<file path="config.mk">
export PLATFORM = sky130hd
export DESIGN_NAME = fifo_pop_packer
export DESIGN_NICKNAME = d
export VERILOG_FILES = /design/src/rtl/fifo_pop_packer_pkg.sv /design/src/rtl/fifo_pop_packer_lane_accumulator.sv /design/src/rtl/fifo_pop_packer.sv
export SDC_FILE = /design/constraint.sdc
export NUM_CORES = 1
export LEC_CHECK = 0
export BUFFER_PORTS_ARGS = -buffer_cell sky130_fd_sc_hd__clkbuf_2
export CAP_MARGIN = 25
export CORE_AREA = 2 2 84 86
export DETAILED_ROUTE_END_ITERATION = 8
export DIE_AREA = 0 0 86 88
export PLACE_DENSITY = 0.77
export SYNTH_ARGS = -nofsm -noshare
export SYNTH_HDL_FRONTEND = slang
export SYNTH_SLANG_ARGS = --single-unit
</file>
<file path="constraint.sdc">
create_clock -name clock -period 2 [get_ports clock]
set_clock_uncertainty 0.1 [all_clocks]
set_input_delay 0.2 -clock clock [delete_from_list [all_inputs] [get_ports clock]]
set_output_delay 0.2 -clock clock [all_outputs]
set_load 0.02 [all_outputs]
</file>
<file path="src/rtl/fifo_pop_packer_pkg.sv">
// Shared types for the FIFO pop packer: flush FSM states and lane-counter sizing.
package fifo_pop_packer_pkg;

  typedef enum logic [1:0] {
    ST_RUN   = 2'd0,
    ST_DRAIN = 2'd1,
    ST_EMIT  = 2'd2
  } state_e;

  // Lane counter holds 0..ratio-1; a 2-lane packer still needs one bit.
  function automatic int lane_width(input int ratio);
    return (ratio > 2) ? $clog2(ratio) : 1;
  endfunction

endpackage

</file>
<file path="src/rtl/fifo_pop_packer_lane_accumulator.sv">
// Collects popped words lane by lane and presents both the completed full beat
// and the partial accumulator (unused lanes kept at zero) with its keep mask.
module fifo_pop_packer_lane_accumulator
  import fifo_pop_packer_pkg::*;
#(
  parameter int WIDTH = 8,
  parameter int RATIO = 4,
  parameter int LW    = 2
) (
  input  logic                     clock,
  input  logic                     reset,
  input  logic                     i_capture,
  input  logic [WIDTH-1:0]         i_word,
  input  logic                     i_clear,
  output logic [LW-1:0]            o_lanes,
  output logic                     o_last,
  output logic [WIDTH*RATIO-1:0]   o_full_beat,
  output logic [WIDTH*RATIO-1:0]   o_partial_beat,
  output logic [RATIO-1:0]         o_partial_keep
);

  localparam logic [LW-1:0] LP_LAST = LW'(RATIO - 1);

  logic [LW-1:0]          r_lanes;
  logic [WIDTH*RATIO-1:0] r_acc;
  logic                   w_last;

  assign w_last = i_capture & (r_lanes == LP_LAST);

  // The accumulator is cleared whenever its contents leave, so lanes at or above
  // r_lanes are always zero and the top lane can simply be OR-ed in.
  always_ff @(posedge clock or negedge reset) begin
    if (!reset) begin
      r_lanes <= '0;
      r_acc   <= '0;
    end else if (w_last || i_clear) begin
      r_lanes <= '0;
      r_acc   <= '0;
    end else if (i_capture) begin
      r_acc[r_lanes*WIDTH +: WIDTH] <= i_word;
      r_lanes                       <= r_lanes + 1'b1;
    end
  end

  always_comb begin
    o_partial_keep = '0;
    for (int i = 0; i < RATIO; i++) begin
      o_partial_keep[i] = (LW'(i) < r_lanes);
    end
  end

  assign o_lanes        = r_lanes;
  assign o_last         = w_last;
  assign o_partial_beat = r_acc;
  assign o_full_beat    = r_acc | {i_word, {(WIDTH*(RATIO-1)){1'b0}}};

endmodule

</file>
<file path="src/rtl/fifo_pop_packer.sv">
// Read side of an SRL FIFO: pops WIDTH-bit words, packs RATIO of them into one
// beat on a valid/ready stream, and on flush emits any partial beat with a keep mask.
module fifo_pop_packer
  import fifo_pop_packer_pkg::*;
#(
  parameter int    WIDTH       = 8,
  parameter int    RATIO       = 4,
  parameter string FALLTHROUGH = "true"
) (
  input  logic                   clock,
  input  logic                   reset,
  input  logic                   fifo_empty,
  output logic                   fifo_pop,
  input  logic [WIDTH-1:0]       fifo_dout,
  input  logic                   flush,
  output logic                   m_valid,
  input  logic                   m_ready,
  output logic [WIDTH*RATIO-1:0] m_data,
  output logic [RATIO-1:0]       m_keep
);

  localparam int             LW          = lane_width(RATIO);
  localparam bit             LP_FT       = (FALLTHROUGH == "true");
  localparam logic [LW:0]    LP_RES_LAST = (LW+1)'(RATIO - 1);

  if (RATIO < 2) begin : g_ratio_check
    $error("fifo_pop_packer: RATIO must be at least 2");
  end

  state_e                 r_state;
  logic                   r_inflight;
  logic                   r_valid;
  logic [WIDTH*RATIO-1:0] r_data;
  logic [RATIO-1:0]       r_keep;

  logic [LW-1:0]          w_lanes;
  logic                   w_last;
  logic [WIDTH*RATIO-1:0] w_full_beat;
  logic [WIDTH*RATIO-1:0] w_partial_beat;
  logic [RATIO-1:0]       w_partial_keep;
  logic [LW:0]            w_reserved;
  logic                   w_room;
  logic                   w_pop;
  logic                   w_capture;
  logic                   w_emit_load;

  // The last free slot may only be reserved while the output register is empty,
  // so a completing beat never has to wait and no combinational m_ready path exists.
  assign w_reserved = {1'b0, w_lanes} + {{LW{1'b0}}, r_inflight};
  assign w_room     = (w_reserved < LP_RES_LAST) ||
                      ((w_reserved == LP_RES_LAST) && !r_valid);
  assign w_pop      = reset && (r_state == ST_RUN) && !fifo_empty && w_room;

  assign w_capture   = LP_FT ? w_pop : r_inflight;
  assign w_emit_load = (r_state == ST_EMIT) && !r_valid;

  fifo_pop_packer_lane_accumulator #(
    .WIDTH (WIDTH),
    .RATIO (RATIO),
    .LW    (LW)
  ) u_lane_accumulator (
    .clock          (clock),
    .reset          (reset),
    .i_capture      (w_capture),
    .i_word         (fifo_dout),
    .i_clear        (w_emit_load),
    .o_lanes        (w_lanes),
    .o_last         (w_last),
    .o_full_beat    (w_full_beat),
    .o_partial_beat (w_partial_beat),
    .o_partial_keep (w_partial_keep)
  );

  // Flush FSM and output register share one block so every output is registered.
  always_ff @(posedge clock or negedge reset) begin
    if (!reset) begin
      r_state    <= ST_RUN;
      r_inflight <= 1'b0;
      r_valid    <= 1'b0;
      r_data     <= '0;
      r_keep     <= '0;
    end else begin
      r_inflight <= LP_FT ? 1'b0 : w_pop;

      if (w_last) begin
        r_valid <= 1'b1;
        r_data  <= w_full_beat;
        r_keep  <= '1;
      end else if (w_emit_load) begin
        r_valid <= 1'b1;
        r_data  <= w_partial_beat;
        r_keep  <= w_partial_keep;
      end else if (r_valid && m_ready) begin
        r_valid <= 1'b0;
      end

      case (r_state)
        ST_RUN: begin
          if (flush) r_state <= ST_DRAIN;
        end
        ST_DRAIN: begin
          if (!r_inflight) r_state <= (w_lanes == '0) ? ST_RUN : ST_EMIT;
        end
        ST_EMIT: begin
          if (!r_valid) r_state <= ST_RUN;
        end
        default: r_state <= ST_RUN;
      endcase
    end
  end

  assign fifo_pop = w_pop;
  assign m_valid  = r_valid;
  assign m_data   = r_data;
  assign m_keep   = r_keep;

endmodule

</file>
==> impl_metrics.toml <==
[clocking]
cts_setup_buffers = 0
cts.path.max_buffers = 2
cts_tree = "built"
ctsRootBufferMaster = "clkbuf_8"
cts.clk_slew.worst_paths_ps = 70
clock-sinks = 73
cts_max_level = 3
clock_insertion_delay_worst_skew_ps = 350
cts_made_buffers = 9

[route]
routed_via_density = 5.44
wl_per_cell_um = 16.1
routed_wl_um = 7450
drt-initial-drc-count = 192
route.vias.total = 2517
drc = 0
antenna_left = 0
drtPass1Iterations = 4

[worst_hold_path]
hold_depth = 2
hp-class = "primary input to flip-flop"
hold_start = "fifo_dout[5]"

[synth]
synth_enable_flop_cells = 0
synth-main-ff-cell = "dfrtp_1"
ys_ff_latch = 73
synthTopCellsByArea = "dfrtp_1, nand2_1, mux2i_1"
async_flop_share_pct = 100
syn_area_um2 = 3300
synth_largest_area_cell = "dfrtp_1"
syn-num-nets = 334
yosysSeqAreaShare_pct = 55.4
netlist_instances = 315
ys_types = 40
ys_warn_count = 0
netlist.area_leader.share_pct = 55.4
syn_area_per_cell_um2 = 10.5

[timing]
slew_viol_final = 0
setup_violations = 0
period_minus_slack_ps = 1940
worst_pin_slew_ps = 648
layout_setup_ws_ps = 59.6
max_freq_mhz = 515
rsz0062_at_grt = "false"
fin_crit_sh_pct = 97.0
finalHoldViolations = 0
setup_tns_ps = 0
relSlewSlack_pct = 56.8

[job]
max_cap_violations = 0

[placement]
gp_congestion = 0.864
post_dp_cell_area_um2 = 3670
dp_hpwl_um = 5210
io_buffers = 50
place_ws_ps = -10.4

[setup_path]
worst_ep_required_time_ps = 2140
crit_path_end_kind = "flip-flop"
critPathKind = "primary input to flip-flop"
rr_startpoint = "u_lane_accumulator.o_lanes[0]$_DFFE_PN0P_"
cp.arrival_ps = 2080
setup.worst_path.start = "reset"
reg2reg_depth = 6
cp-start-kind = "primary input"
crit_fanout = 6

[die]
die_x_um = 86
coreArea_um2 = 6640
num_rows = 30
die_y_um = 88
io_pins = 51
die-area_um2 = 7570
start_util_pct = 49.7

[cells_and_area]
antenna_cells = 0
layout_commonest_cell = "dfrtp_1"
area_growth_pct = 21.7
stdcell_area_um2 = 4020
layout_common_cells = "dfrtp_1, nand2_1, clkbuf_2, inv_1, nor2_1"
nNetsFinal = 397
drive_gt1_share_pct = 28.5

[global_routing]
grt_pass1_wl_um = 12200
grt_pass1_vias = 2472
track_usage_pct = 21.3
antenna_found_initial = 0
grt_max_degree = 55
gr-total-overflow = 0

[pwr]
leakagePower_nw = 2.00
ir_drop_v = 0.00105
p_total_mw = 6.65
p_per_area_nw_per_um2 = 1660

[outcome]
status = "finished, final reports clean"
## cells by family after synthesis
logic type	after synthesis	synth area share, %
simple gates	122	17.0
flops	73	55.4
compound gates	51	13.7
buf+inv	45	6.07
mux	17	5.27
fa+ha+maj	6	2.28
xor+xnor	1	0.266
## worst paths after layout
| check | endpoint | slack, ps |
|---|---|---|
| max | u_lane_accumulator.o_partial_beat[16]$_DFFE_PN0P_ | 60 |
| min | u_lane_accumulator.o_partial_beat[21]$_DFFE_PN0P_ | 70 |
| max reg2reg | u_lane_accumulator.o_partial_beat[20]$_DFFE_PN0P_ | 70 |
| min reg2reg | m_data[5]$_DFFE_PN0N_ | 370 |
| max in group asynchronous | u_lane_accumulator.o_partial_beat[23]$_DFFE_PN0P_ | 850 |
| min in group asynchronous | u_lane_accumulator.o_partial_beat[15]$_DFFE_PN0P_ | 360 |
## flip-flops by register name, summed over array words and instances (netlist names)
signal,flops
m_data,32
u_lane_accumulator.o_partial_beat,32
m_keep,4
r_state,2
u_lane_accumulator.o_lanes,2
m_valid,1
## routing by layer
metal	share of wire [%]	GRT usage, %	up-vias
li1	-	-	1199
met1	44	26.8	1234
met2	49	35.2	69
met3	4.5	3.96	15
met4	3.1	11.4	0
met5	0	0	-
## synthesized netlist by cell type, drive strengths merged, types with 2 or more instances
| library cell | instances |
|---|---|
| a311oi | 9 |
| mux2i | 14 |
| ha | 6 |
| nor2 | 24 |
| nor3 | 2 |
| nand4 | 18 |
| a22o | 7 |
| inv | 28 |
| and2 | 3 |
| clkbuf | 3 |
| mux2 | 3 |
| o31ai | 9 |
| buf | 14 |
| nand2 | 67 |
| o21ai | 19 |
| dfrtp | 73 |
| a21oi | 2 |
## stage by stage
step | utilization, % | hold WS [ps] | instances
after CTS | 60.1 | 56.9 | 463
after global routing | 60.4 | 62.1 | 463
after global placement | 55.3 | 153 | 444
after detailed placement | 55.3 | 173 | 444
after floorplan | - | -196 | 315
final | 60.4 | 66.6 | 463
## area by class of cell
class                   count  area [um^2]
fillers                   556         2630
flip-flops and latches     73         1830
multi-input cells         197         1300
repair buffers             69          404
clock buffers              11          151
clock inverters             5          125
inverters                  28          105
well taps                  80          100
## where the power goes
| part | total [mW] | internal [mW] | leakage (nW) | switching [mW] |
|---|---|---|---|---|
| Clock | 1.56 | 1.02 | 0.140 | 0.542 |
| Combinational | 2.73 | 0.976 | 0.882 | 1.75 |
| Sequential | 2.36 | 2.04 | 0.974 | 0.325 |
| Total | 6.65 | 4.04 | 2.00 | 2.62 |
## critical path: stages
cell and delay, ps:
dlygate4sd3_1 540, buf_2 170, and2b_1 230, o211ai_2 390
o21bai_4 210, mux2_2 330
## what timing repair did
| action | CTS | global route |
|---|---|---|
| resized for setup | 3 | 6 |
| pin swaps | 1 | 0 |
| endpoints found under the setup margin | 15 | 15 |
| hold buffers | 3 | 0 |
| endpoints found under the hold margin | 75 | 0 |
Power figures use the tool's default switching activity.
